===== config.mk =====
export PLATFORM = sky130hd
export DESIGN_NAME = rtc_dir_scan
export DESIGN_NICKNAME = d
export VERILOG_FILES = /design/src/rtl/rtc_dir_scan.sv
export SDC_FILE = /design/constraint.sdc
export NUM_CORES = 1
export LEC_CHECK = 0
export ABC_AREA = 1
export CORE_MARGIN = 5
export CORE_UTILIZATION = 30
export CTS_CLUSTER_DIAMETER = 120
export CTS_CLUSTER_SIZE = 40
export DETAILED_ROUTE_END_ITERATION = 10
export GPL_TIMING_DRIVEN = 0
export HOLD_SLACK_MARGIN = 0.15
export PLACE_DENSITY = 0.47
export SLEW_MARGIN = 20
export SYNTH_ARGS = -nofsm -noshare
export SYNTH_HDL_FRONTEND = slang
export SYNTH_SLANG_ARGS = --single-unit

===== constraint.sdc =====
create_clock -name clk -period 3.9 [get_ports clk]
set_input_delay 0.78 -clock clk [delete_from_list [all_inputs] [get_ports clk]]
set_output_delay 0.78 -clock clk [all_outputs]
set_load 0.01 [all_outputs]

===== src/rtl/rtc_dir_scan.sv =====
// Sweeps the RTC register file: latch write to F0h, ten reads, then an atomic
// commit of all captured bytes to the outputs. A per-cycle ack timeout aborts the sweep.
module rtc_dir_scan #(
    parameter logic [7:0] TIMEOUT = 8'd255
) (
    input  logic       clk,
    input  logic       reset,
    input  logic       start,
    output logic       req,
    output logic       we,
    output logic [7:0] addr,
    output logic [7:0] wdata,
    input  logic       ack,
    input  logic [7:0] rdata,
    output logic [7:0] seg,
    output logic [7:0] min,
    output logic [7:0] hora,
    output logic [7:0] dia,
    output logic [7:0] mes,
    output logic [7:0] anio,
    output logic [7:0] seg_t,
    output logic [7:0] min_t,
    output logic [7:0] hora_t,
    output logic [7:0] stat,
    output logic       busy,
    output logic       done,
    output logic       err
);
    typedef enum logic [2:0] {IDLE, LATCH, GAP, READ, COMMIT, ERROR} state_t;

    state_t     state, next;
    logic [3:0] idx;
    logic [7:0] timer;
    logic [7:0] rd_addr;
    logic [7:0] shadow [10];
    logic [7:0] outs   [10];
    logic       timeout;

    always_comb begin
        case (idx)
            4'd7:    rd_addr = 8'h41;
            4'd8:    rd_addr = 8'h42;
            4'd9:    rd_addr = 8'h43;
            default: rd_addr = 8'h20 + {4'h0, idx};
        endcase
    end

    // ack beats the timer when both land in the same cycle
    assign timeout = req && !ack && (timer == TIMEOUT);

    always_comb begin
        next  = state;
        req   = 1'b0;
        we    = 1'b0;
        addr  = 8'h00;
        wdata = 8'h00;
        case (state)
            IDLE:   if (start) next = LATCH;
            LATCH: begin
                req   = 1'b1;
                we    = 1'b1;
                addr  = 8'hF0;
                wdata = 8'hF0;
                if (ack)               next = GAP;
                else if (timer == TIMEOUT) next = ERROR;
            end
            GAP:    next = READ;
            READ: begin
                req  = 1'b1;
                addr = rd_addr;
                if (ack)               next = (idx == 4'd9) ? COMMIT : GAP;
                else if (timer == TIMEOUT) next = ERROR;
            end
            COMMIT: next = IDLE;
            ERROR:  next = IDLE;
            default: next = IDLE;
        endcase
    end

    assign busy = (state != IDLE);
    assign done = (state == COMMIT);

    always_ff @(posedge clk or negedge reset) begin
        if (!reset) begin
            state <= IDLE;
            idx   <= 4'd0;
            timer <= 8'd0;
            err   <= 1'b0;
            for (int i = 0; i < 10; i++) begin
                shadow[i] <= 8'h00;
                outs[i]   <= 8'h00;
            end
        end else begin
            state <= next;
            if (state == IDLE || state == GAP)
                timer <= 8'd0;
            else if (req && !ack && !timeout)
                timer <= timer + 8'd1;
            if (state == IDLE && start) begin
                idx <= 4'd0;
                err <= 1'b0;
            end
            if (timeout)
                err <= 1'b1;
            if (state == READ && ack) begin
                shadow[idx] <= rdata;
                if (idx != 4'd9) idx <= idx + 4'd1;
            end
            // Copy lands on entry to COMMIT so done and the new values share a cycle;
            // the last byte is taken straight from the bus.
            if (state == READ && ack && idx == 4'd9) begin
                for (int i = 0; i < 9; i++) outs[i] <= shadow[i];
                outs[9] <= rdata;
            end
        end
    end

    assign seg    = outs[0];
    assign min    = outs[1];
    assign hora   = outs[2];
    assign dia    = outs[3];
    assign mes    = outs[4];
    assign anio   = outs[5];
    assign seg_t  = outs[6];
    assign min_t  = outs[7];
    assign hora_t = outs[8];
    assign stat   = outs[9];
endmodule

Word-level counts from Yosys, hierarchy flattened. Index checks and enable logic that the tools add are counted.

Flip-flop bits (word level): 176. Input port bits: 12. Logic and storage cells: 76.

Order comparisons: 2. Equal/unequal tests: 10. $add $sub $neg: 3. Reduce and logical (&&, ||, !) cells: 15. Muxes and demuxes: 21. Bitwise operators: 1.

Operator list (number): bitwise mux 80 bit (1); demux 8 bit (select 4 bit) (1); 2-to-1 mux 8 bit (4); one-hot mux 7 bit (3 select lines) (1); one-hot mux 8 bit (2 select lines) (1); 2-to-1 mux 3 bit (5); 2-to-1 mux 4 bit (3); one-hot mux 3 bit (4 select lines) (1); adder 8 x 1 -> 8 bit (second input constant) (1); equality test 4 bit (second input constant) (2); equality test 8 bit (second input constant) (1); adder 6 x 4 -> 7 bit (first input constant) (1); logical AND 1 bit (7); equality test 3 x 2 -> 1 bit (second input constant) (2); >= comparator 5 bit (second input constant) (1); < comparator 5 x 1 -> 1 bit (second input constant) (1); NOT 4 -> 5 bit (1); adder 4 x 1 -> 4 bit (second input constant) (1); equality test 4 x 3 -> 1 bit (second input constant) (1); 2-to-1 mux 1 bit (4); != test 4 bit (second input constant) (1); nonzero test 2 bit (2); equality test 3 x 1 -> 1 bit (second input constant) (1); equality test 3 bit (second input constant) (1); 6 further kinds (7).

Longest topological paths before layout. Gate-level depths: netlist (run 1).

Word-level depth: 9. Depth in mapped cells: 9.

Least setup slack after synthesis (run 1). Ideal clock, no wire load.

Path type: register to output. Start point: reg idx[1]. End point: out addr[2]. Path buffers: 1. Arrival time: 1420 ps. Required time: 3120 ps. Stages on the path, launching flop included: 9. Setup slack: 1700 ps. Cells stage by stage: dfrtp_1 -> inv_1 -> ha_1 -> nand3_1 -> buf_2 -> nand2_1 -> nor2_1 -> nand2_1 -> nor2_1.

Longest elaborated chain between the ends: 3.

RTL lines: start, declared (line 32) `logic [3:0] idx;`; start signal, assigned (line 107) `if (idx != 4'd9) idx <= idx + 4'd1;`; adder 6 x 4 -> 7 bit, or another cell as far along (line 44) `default: rd_addr = 8'h20 + {4'h0, idx};`; one-hot mux 7 bit (3 select lines) (*) (line 40) `case (idx)`; one-hot mux 8 bit (2 select lines) (*) (line 57) `case (state)`; end, declared (line 11) `output logic [7:0] addr,`.

Mark *: on every way between the ends. The rest lies on a longest branch, timed or not.

Worst setup path after layout (run 1).
Start point: reg idx[1]. End point: out addr[0].

Longest elaborated chain between the ends: 3.

RTL lines (line): equality test 4 bit or equality test 4 x 3 -> 1 bit (tied branches) (40); one-hot mux 7 bit (3 select lines) (*) (40); one-hot mux 8 bit (2 select lines) (*) (57).

Marked as above.

==> impl_results.rst, run 1 <==
.. list-table::
   :header-rows: 1

   * - Metric
     - Value
   * - Starting Density
     - 30.3%
   * - Fraction of power consumed by combinational cells
     - 22.2%
   * - Post-DRT Antenna Nets
     - 0
   * - Area of placed instances
     - 8320 um^2
   * - Critical Path Fanout Max
     - 10
   * - Leak Pwr
     - between 4 and 5 nW
   * - Final critical-path setup slack
     - 0.389 ns
   * - Final setup violation count
     - 0
   * - Detailed-route via count
     - roughly 5,300
   * - Global placement routability congestion
     - ~0.8
   * - Share of synthesized area occupied by flip-flops and latches
     - 61.4%
   * - Worst hold-check slack
     - 0.321 ns
   * - Max-slew violations
     - 0
   * - Gr usage total
     - about 15%
   * - Pre-CTS setup slack
     - 0.817 ns
   * - Worst VDD drop
     - 0.275 mV
   * - Wire length of the first global-routing pass
     - 29,900 um
   * - Power share of the sequential group
     - ~44%
   * - Yosys Warn Count
     - 0
   * - Maximum Capacitance Violations
     - 0
   * - Flop and latch count out of synthesis
     - approximately 170
   * - Total DRC errors in the routed layout
     - 0
   * - Total Die Area
     - between 20,000 and 30,000 um^2
   * - Setup repair bufs after CTS
     - 0
   * - Num Clock Sinks
     - roughly 170
   * - Slew Limit Headroom
     - 56.7%
   * - Ratio of cells with drive above 1 in the final layout
     - just under 10%
   * - Pin slew with the least headroom to its limit
     - 0.649 ns
   * - Crit path required time
     - roughly 3.1 ns
   * - TritonCTS clock tree
     - yes
   * - Total number of nets in the final design
     - 887
   * - Achievable frequency
     - 285 MHz
   * - Area growth syn-to-layout
     - 30.4%
   * - Critical path capture point type
     - primary output
   * - Standard cell core area
     - ~23,000 um^2
   * - Kind of start point of the critical path
     - register
   * - RSZ-0062 raised after global routing
     - false
   * - Drt wl/cell
     - around 16 um
   * - H-tree levels
     - 4
   * - Total net switching power
     - approximately 1.6 mW
   * - Diodes inserted
     - 0
   * - Result of the run
     - complete, no violations
   * - Length in cells of the worst reg-to-reg path
     - 9
   * - Post-synthesis instance area
     - around 6800 um^2
   * - Port Buf Inserts
     - 108
   * - GRT Residual Overflow
     - 0
   * - Antenna violations before repair
     - 0
   * - Detailed router's first-iteration violation count
     - 221
   * - CTS buffer count
     - 17
   * - Length of the first detailed-routing pass in iterations
     - 6
   * - Die Y-Extent
     - 161 um
   * - R2R Setup Slk
     - 1.82 ns
   * - Number of distinct library cells after synthesis
     - 29
   * - Part of the cycle the worst path needs
     - 90.0%
   * - Switching power as a share of total power
     - between 30 and 40%
   * - Worst r2r src
     - idx[1]
   * - Worst min path class
     - in -> async
   * - Cts repair resizes
     - 0
   * - Synthesized area per cell
     - about 9.3 um^2
   * - Final hold viol count
     - 0
   * - Detail-routed via count per cell
     - approximately 4.5
   * - DIE WIDTH
     - 161 um
   * - DP Wirelength
     - 12,800 um
   * - Vias in the first global route
     - approximately 5,300
   * - Maximum number of pins on one net before global-route repair
     - 91
   * - Critical Path AT
     - 2.73 ns
   * - Crit path time final
     - ~3.5 ns
   * - Maximum count of clock buffers along a single path
     - 2
   * - Design area
     - ~8900 um^2
   * - Commonest cells after routing, fill and taps aside
     - 207 x sky130_fd_sc_hd__nand2_1, 168 x sky130_fd_sc_hd__dfrtp_1, 107 x sky130_fd_sc_hd__clkdlybuf4s50_1, 88 x sky130_fd_sc_hd__o21ai_0, 56 x sky130_fd_sc_hd__nor2_1
   * - Routed wire length
     - 18,500 um
   * - Root Buffer Master
     - sky130_fd_sc_hd__clkbuf_16
   * - Power per cell area
     - 572 nW/um^2
   * - Clock share of power
     - 33.9%
   * - I/O pins
     - 113
   * - Number of cell rows
     - 55
   * - Path type of the worst setup path
     - reg -> out
   * - Insertion delay to the later sink of the worst-skew pair
     - ~0.42 ns
   * - Hold buffer count at cts
     - 0
   * - Most common library cell in the layout ignoring fill and taps
     - sky130_fd_sc_hd__nand2_1
   * - Reg-to-reg critical path endpoint
     - mes[6]
   * - Final worst clock skew
     - 0.00923 ns
   * - Number of instances in the synthesized netlist
     - 739
   * - Cell internal power dissipation
     - 3.55 mW
   * - Reg clk slew, reported paths
     - 0.07 ns
[Yosys cell counts (all sizes together)]
cell,n,area (um^2)
clkbuf,12,45.0
inv,47,176
ha,5,62.6
o31ai,1,7.51
nand4,3,18.8
clkinv,1,3.75
xnor2,1,8.76
nand2,211,807
buf,31,199
a21oi,43,215
o21ai,120,601
xor2,4,35.0
nor3,1,5.00
o21bai,1,7.51
dfrtp,168,4200
nor2,65,300
nand3,23,135
a31oi,1,6.26
conb,1,3.75
[power groups by stage]
| stage | registers, mW | clock network [mW] | logic (mW) |
|---|---|---|---|
| after floorplan | 2.24 | 0 | 0.689 |
| after global placement | 2.28 | 0 | 1.13 |
| after detailed placement | 2.27 | 0 | 1.15 |
| after CTS | 2.24 | 1.77 | 1.16 |
| after global routing | 2.28 | 1.84 | 1.29 |
| final | 2.24 | 1.73 | 1.13 |
[flip-flops by register name, summed over array words and instances (netlist names), 4 cells and up]
name,flops
shadow,72
anio,8
dia,8
hora,8
hora_t,8
mes,8
min,8
min_t,8
seg,8
seg_t,8
stat,8
timer,8
idx,4
[metrics by stage]
stage	TNS (ns)	std cells	power (mW)	utilization, %
6_report	0	1168	5.11	39.5
5_1_grt	0	1168	5.41	39.5
4_1_cts	0	1168	5.17	39.5
3_5_place_dp	0	1136	3.42	36.9
3_3_place_gp	-903.67	1135	3.41	36.7
2_1_floorplan	0	742	2.93	-
[final cells by class]
type | instances | area, um^2
plain buffers | 43 | 244
multi-input cells | 483 | 2220
clock buffers | 22 | 484
flip-flops and latches | 168 | 4200
well taps | 285 | 357
fillers | 2319 | 13600
inverters | 48 | 180
clock inverters | 10 | 118
repair buffers | 109 | 1110
[kinds of logic (layout without fill, tap and decap cells)]
| kind of cell | count (synthesis) | in the layout | synth area share [%] |
|---|---|---|---|
| simple gates | 303 | 303 | 18.5 |
| flops | 168 | 168 | 61.4 |
| compound gates | 166 | 166 | 12.2 |
| buf+inv | 91 | 232 | 6.20 |
| fa+ha+maj | 5 | 5 | 0.914 |
| xor+xnor | 5 | 5 | 0.640 |
| other cells | 1 | 4 | 0.0548 |
[worst max path at each step]
stage	startpoint	endpoint	cells after the start
6_report	idx[1]	addr[0]	7
3_3_place_gp	reset	seg_t[5]	1
2_1_floorplan	idx[1]	addr[2]	8
5_1_grt	idx[1]	addr[0]	7
3_5_place_dp	idx[1]	addr[0]	7
4_1_cts	idx[1]	addr[0]	7
[layer usage]
metal	global-route usage, %	wire length (um)	up-vias
li1	-	-	2635
met1	20.4	9120	2537
met2	23.0	8620	80
met3	3.47	665	9
met4	3.49	137	0
met5	0	0	-
[critical path: stages (launching register included)]
cell and delay, ns:
sky130_fd_sc_hd__dfrtp_1 0.45, sky130_fd_sc_hd__inv_1 0.10, sky130_fd_sc_hd__ha_1 0.24, sky130_fd_sc_hd__nand3_1 0.11
sky130_fd_sc_hd__buf_2 0.30, sky130_fd_sc_hd__clkbuf_1 0.41, sky130_fd_sc_hd__a31oi_1 0.19, sky130_fd_sc_hd__clkdlybuf4s50_1 0.51
Note: power is estimated with default switching activity, not from simulation.
==> run 2, diff against run 1 <==
--- a/config.mk
+++ b/config.mk
@@ -11,7 +11,7 @@
 export CTS_CLUSTER_DIAMETER = 120
 export CTS_CLUSTER_SIZE = 40
 export DETAILED_ROUTE_END_ITERATION = 10
-export GPL_TIMING_DRIVEN = 0
+export GPL_TIMING_DRIVEN = 1
 export HOLD_SLACK_MARGIN = 0.15
 export PLACE_DENSITY = 0.47
 export SLEW_MARGIN = 20
==> constraint.sdc (replaced) <==
create_clock -name clk -period 3.9 [get_ports clk]
set_input_delay 0.585 -clock clk [delete_from_list [all_inputs] [get_ports clk]]
set_output_delay 0.585 -clock clk [all_outputs]
set_load 0.01 [all_outputs]
==> run 2 against run 1 <==
Against the previous run: fmax rose by 8.2%; combinational power is 7% lower; flip-flop and latch count is the same; register-to-register slack lost 0.41 ns; via count shrank 4.0%; wire length decreased by 6.1%.
==> impl_results.rst, run 2 (synthesis gave the netlist of run 1 again) <==
.. list-table::
   :header-rows: 1

   * - Metric
     - Value
   * - Result of the run
     - complete, no violations
   * - Flip-flop count of the largest register after layout
     - 72 (unchanged)
   * - Area of placed instances
     - 8120 um^2 (-2.4%)
   * - Standard cell core area
     - 22,600 um^2 (unchanged)
   * - Routed wire length
     - 17,400 um (-6.1%)
   * - Antenna violations before repair
     - 0 (unchanged)
   * - Crit path time final
     - 3.24 ns (-0.267 ns)
   * - Total Die Area
     - 25,900 um^2 (unchanged)
   * - Critical path capture point type
     - primary output
   * - Detail-routed via count per cell
     - 4.47 (-0.82%)
   * - Final hold viol count
     - 0 (unchanged)
   * - Global routing met2 resource utilization
     - 22.5% (-0.52 points)
   * - Worst r2r src
     - idx[1]
   * - Drt wl/cell
     - 15.4 um (-3.0%)
   * - Critical Path Fanout Max
     - 28 (+18)
   * - Cts repair resizes
     - 0 (unchanged)
   * - Wire length of the first global-routing pass
     - 28,900 um (-3.3%)
   * - Length in cells of the worst reg-to-reg path
     - 8 (-1)
   * - Length of the first detailed-routing pass in iterations
     - 5 (-1)
   * - Maximum Capacitance Violations
     - 0 (unchanged)
   * - Root Buffer Master
     - sky130_fd_sc_hd__clkbuf_16
   * - Reg-to-reg critical path endpoint
     - stat[2]
   * - Final worst clock skew
     - 0.0156 ns (+0.00636 ns)
   * - Delay of the slowest cell on the worst path
     - 0.56 ns (+0.05 ns)
   * - Pin slew with the least headroom to its limit
     - 0.688 ns (+0.0386 ns)
   * - Number of cell rows
     - 55 (unchanged)
   * - Maximum number of pins on one net before global-route repair
     - 90 (-1.1%)
   * - Post-route setup TNS
     - 0 ns (unchanged)
   * - Achievable frequency
     - 308 MHz (+8.2%)
   * - Gr usage total
     - 14.0% (-0.61 points)
   * - Max-slew violations
     - 0 (unchanged)
   * - Worst VDD drop
     - 0.263 mV (-4.2%)
   * - Detailed router's first-iteration violation count
     - 297 (+34%)
   * - Part of the cycle the worst path needs
     - 83.2% (-6.9 points)
   * - Slew Limit Headroom
     - 54.2% (-2.6 points)
   * - Commonest cells after routing, fill and taps aside
     - 207 x sky130_fd_sc_hd__nand2_1, 168 x sky130_fd_sc_hd__dfrtp_1, 107 x sky130_fd_sc_hd__clkdlybuf4s50_1, 88 x sky130_fd_sc_hd__o21ai_0, 56 x sky130_fd_sc_hd__nor2_1
   * - Leak Pwr
     - 4.22 nW (-3.6%)
   * - Maximum count of clock buffers along a single path
     - 2 (unchanged)
   * - Worst min path class
     - in -> async
   * - Port Buf Inserts
     - 108 (unchanged)
   * - Vias in the first global route
     - 5,147 (-3.3%)
   * - DIE WIDTH
     - 161 um (unchanged)
   * - DP Wirelength
     - 11,600 um (-9.5%)
   * - Global route hottest layer
     - met2
   * - Die Y-Extent
     - 161 um (unchanged)
   * - CTS buffer count
     - 17 (unchanged)
   * - GRT Residual Overflow
     - 0 (unchanged)
   * - Reg clk slew, reported paths
     - 0.06 ns (about the same)
   * - Setup repair bufs after CTS
     - 0 (unchanged)
   * - H-tree levels
     - 4 (unchanged)
   * - Global-route met3 utilization
     - 3.52% (+0.051 points)
   * - Most common library cell in the layout ignoring fill and taps
     - sky130_fd_sc_hd__nand2_1
   * - Insertion delay to the later sink of the worst-skew pair
     - 0.43 ns (about the same)
   * - Num Clock Sinks
     - 168 (unchanged)
   * - R2R Setup Slk
     - 1.41 ns (-0.41 ns)
   * - Final setup violation count
     - 0 (unchanged)
   * - Global placement routability congestion
     - 0.770 (-5.6%)
   * - Detailed-route via count
     - 5,048 (-4.0%)
   * - I/O pins
     - 113 (unchanged)
   * - Power per cell area
     - 573 nW/um^2 (+0.17%)
   * - Diodes inserted
     - 0 (unchanged)
   * - Path type of the worst setup path
     - reg -> out
   * - Register bank with the most flops
     - shadow
   * - Critical Path AT
     - 2.66 ns (-0.07 ns)
   * - RSZ-0062 raised after global routing
     - false
   * - Hold buffer count at cts
     - 0 (unchanged)
   * - Kind of start point of the critical path
     - register
   * - Number of buffer and inverter instances along the worst setup path
     - 2 (-2)
   * - Slowest cell on the critical path
     - sky130_fd_sc_hd__clkdlybuf4s50_1
   * - Ratio of cells with drive above 1 in the final layout
     - 7.10% (-2.6 points)
   * - Top Family by Delay on Critical Path
     - simple AND/OR/NAND/NOR gates
   * - Met1 global-route usage
     - 18.9% (-1.5 points)
   * - Area growth syn-to-layout
     - 27.3%
   * - Design area
     - 8710 um^2 (-2.4%)
   * - Total number of nets in the final design
     - 849 (-4.3%)
   * - Crit path required time
     - 3.31 ns (+0.19 ns)
   * - Cell Chain, Critical Path
     - inv_1, ha_1, nand3_2, nand2_1, nor2_1, o21ai_0, clkdlybuf4s50_1
   * - TritonCTS clock tree
     - yes
   * - Starting Density
     - 30.3% (unchanged)
   * - Total DRC errors in the routed layout
     - 0 (unchanged)
   * - Post-DRT Antenna Nets
     - 0 (unchanged)
run 2: area by class of cell:
type | instances | area, um^2
clock buffers | 20 | 447
flip-flops and latches | 168 | 4200
multi-input cells | 483 | 2230
inverters | 48 | 180
fillers | 2302 | 13900
clock inverters | 12 | 143
well taps | 285 | 357
repair buffers | 114 | 1150
run 2: worst max-delay path by stage:
stage | from | endpoint | slack [ns] | depth (start not counted)
final | idx[1] | addr[6] | 0.66 | 7
after global routing | idx[1] | addr[6] | 0.40 | 7
after CTS | idx[1] | addr[6] | 0.59 | 7
after detailed placement | idx[1] | addr[6] | 1.05 | 7
after global placement | idx[1] | addr[6] | 1.07 | 7
after floorplan | idx[1] | addr[2] | 1.90 | 8
run 2: metal layers:
layer	wire (um)	share of wire [%]
met1	8420	48
met2	8060	46
met3	749	4.3
met4	174	1.0
met5	0	0
run 2: per-stage QoR:
stage                     power (mW)  worst slack, ns  utilization, %  hold slack [ns]  cells
after floorplan                 2.93             1.90               -            0.289    742
after global placement          3.34             1.07            36.0            0.457   1098
after detailed placement        3.35             1.05            36.0            0.461   1098
after CTS                       5.06            0.592            38.6            0.187   1130
after global routing            5.30            0.403            38.6            0.200   1130
final                           4.99            0.656            38.6            0.157   1130
run 2: where the power goes:
group / leakage (nW) / total (mW) / internal, mW / switching [mW]
Clock: 0.284 / 1.70 / 0.972 / 0.724
Sequential: 2.26 / 2.24 / 2.06 / 0.180
Combinational: 1.68 / 1.05 / 0.422 / 0.631
Total: 4.22 / 4.99 / 3.46 / 1.53
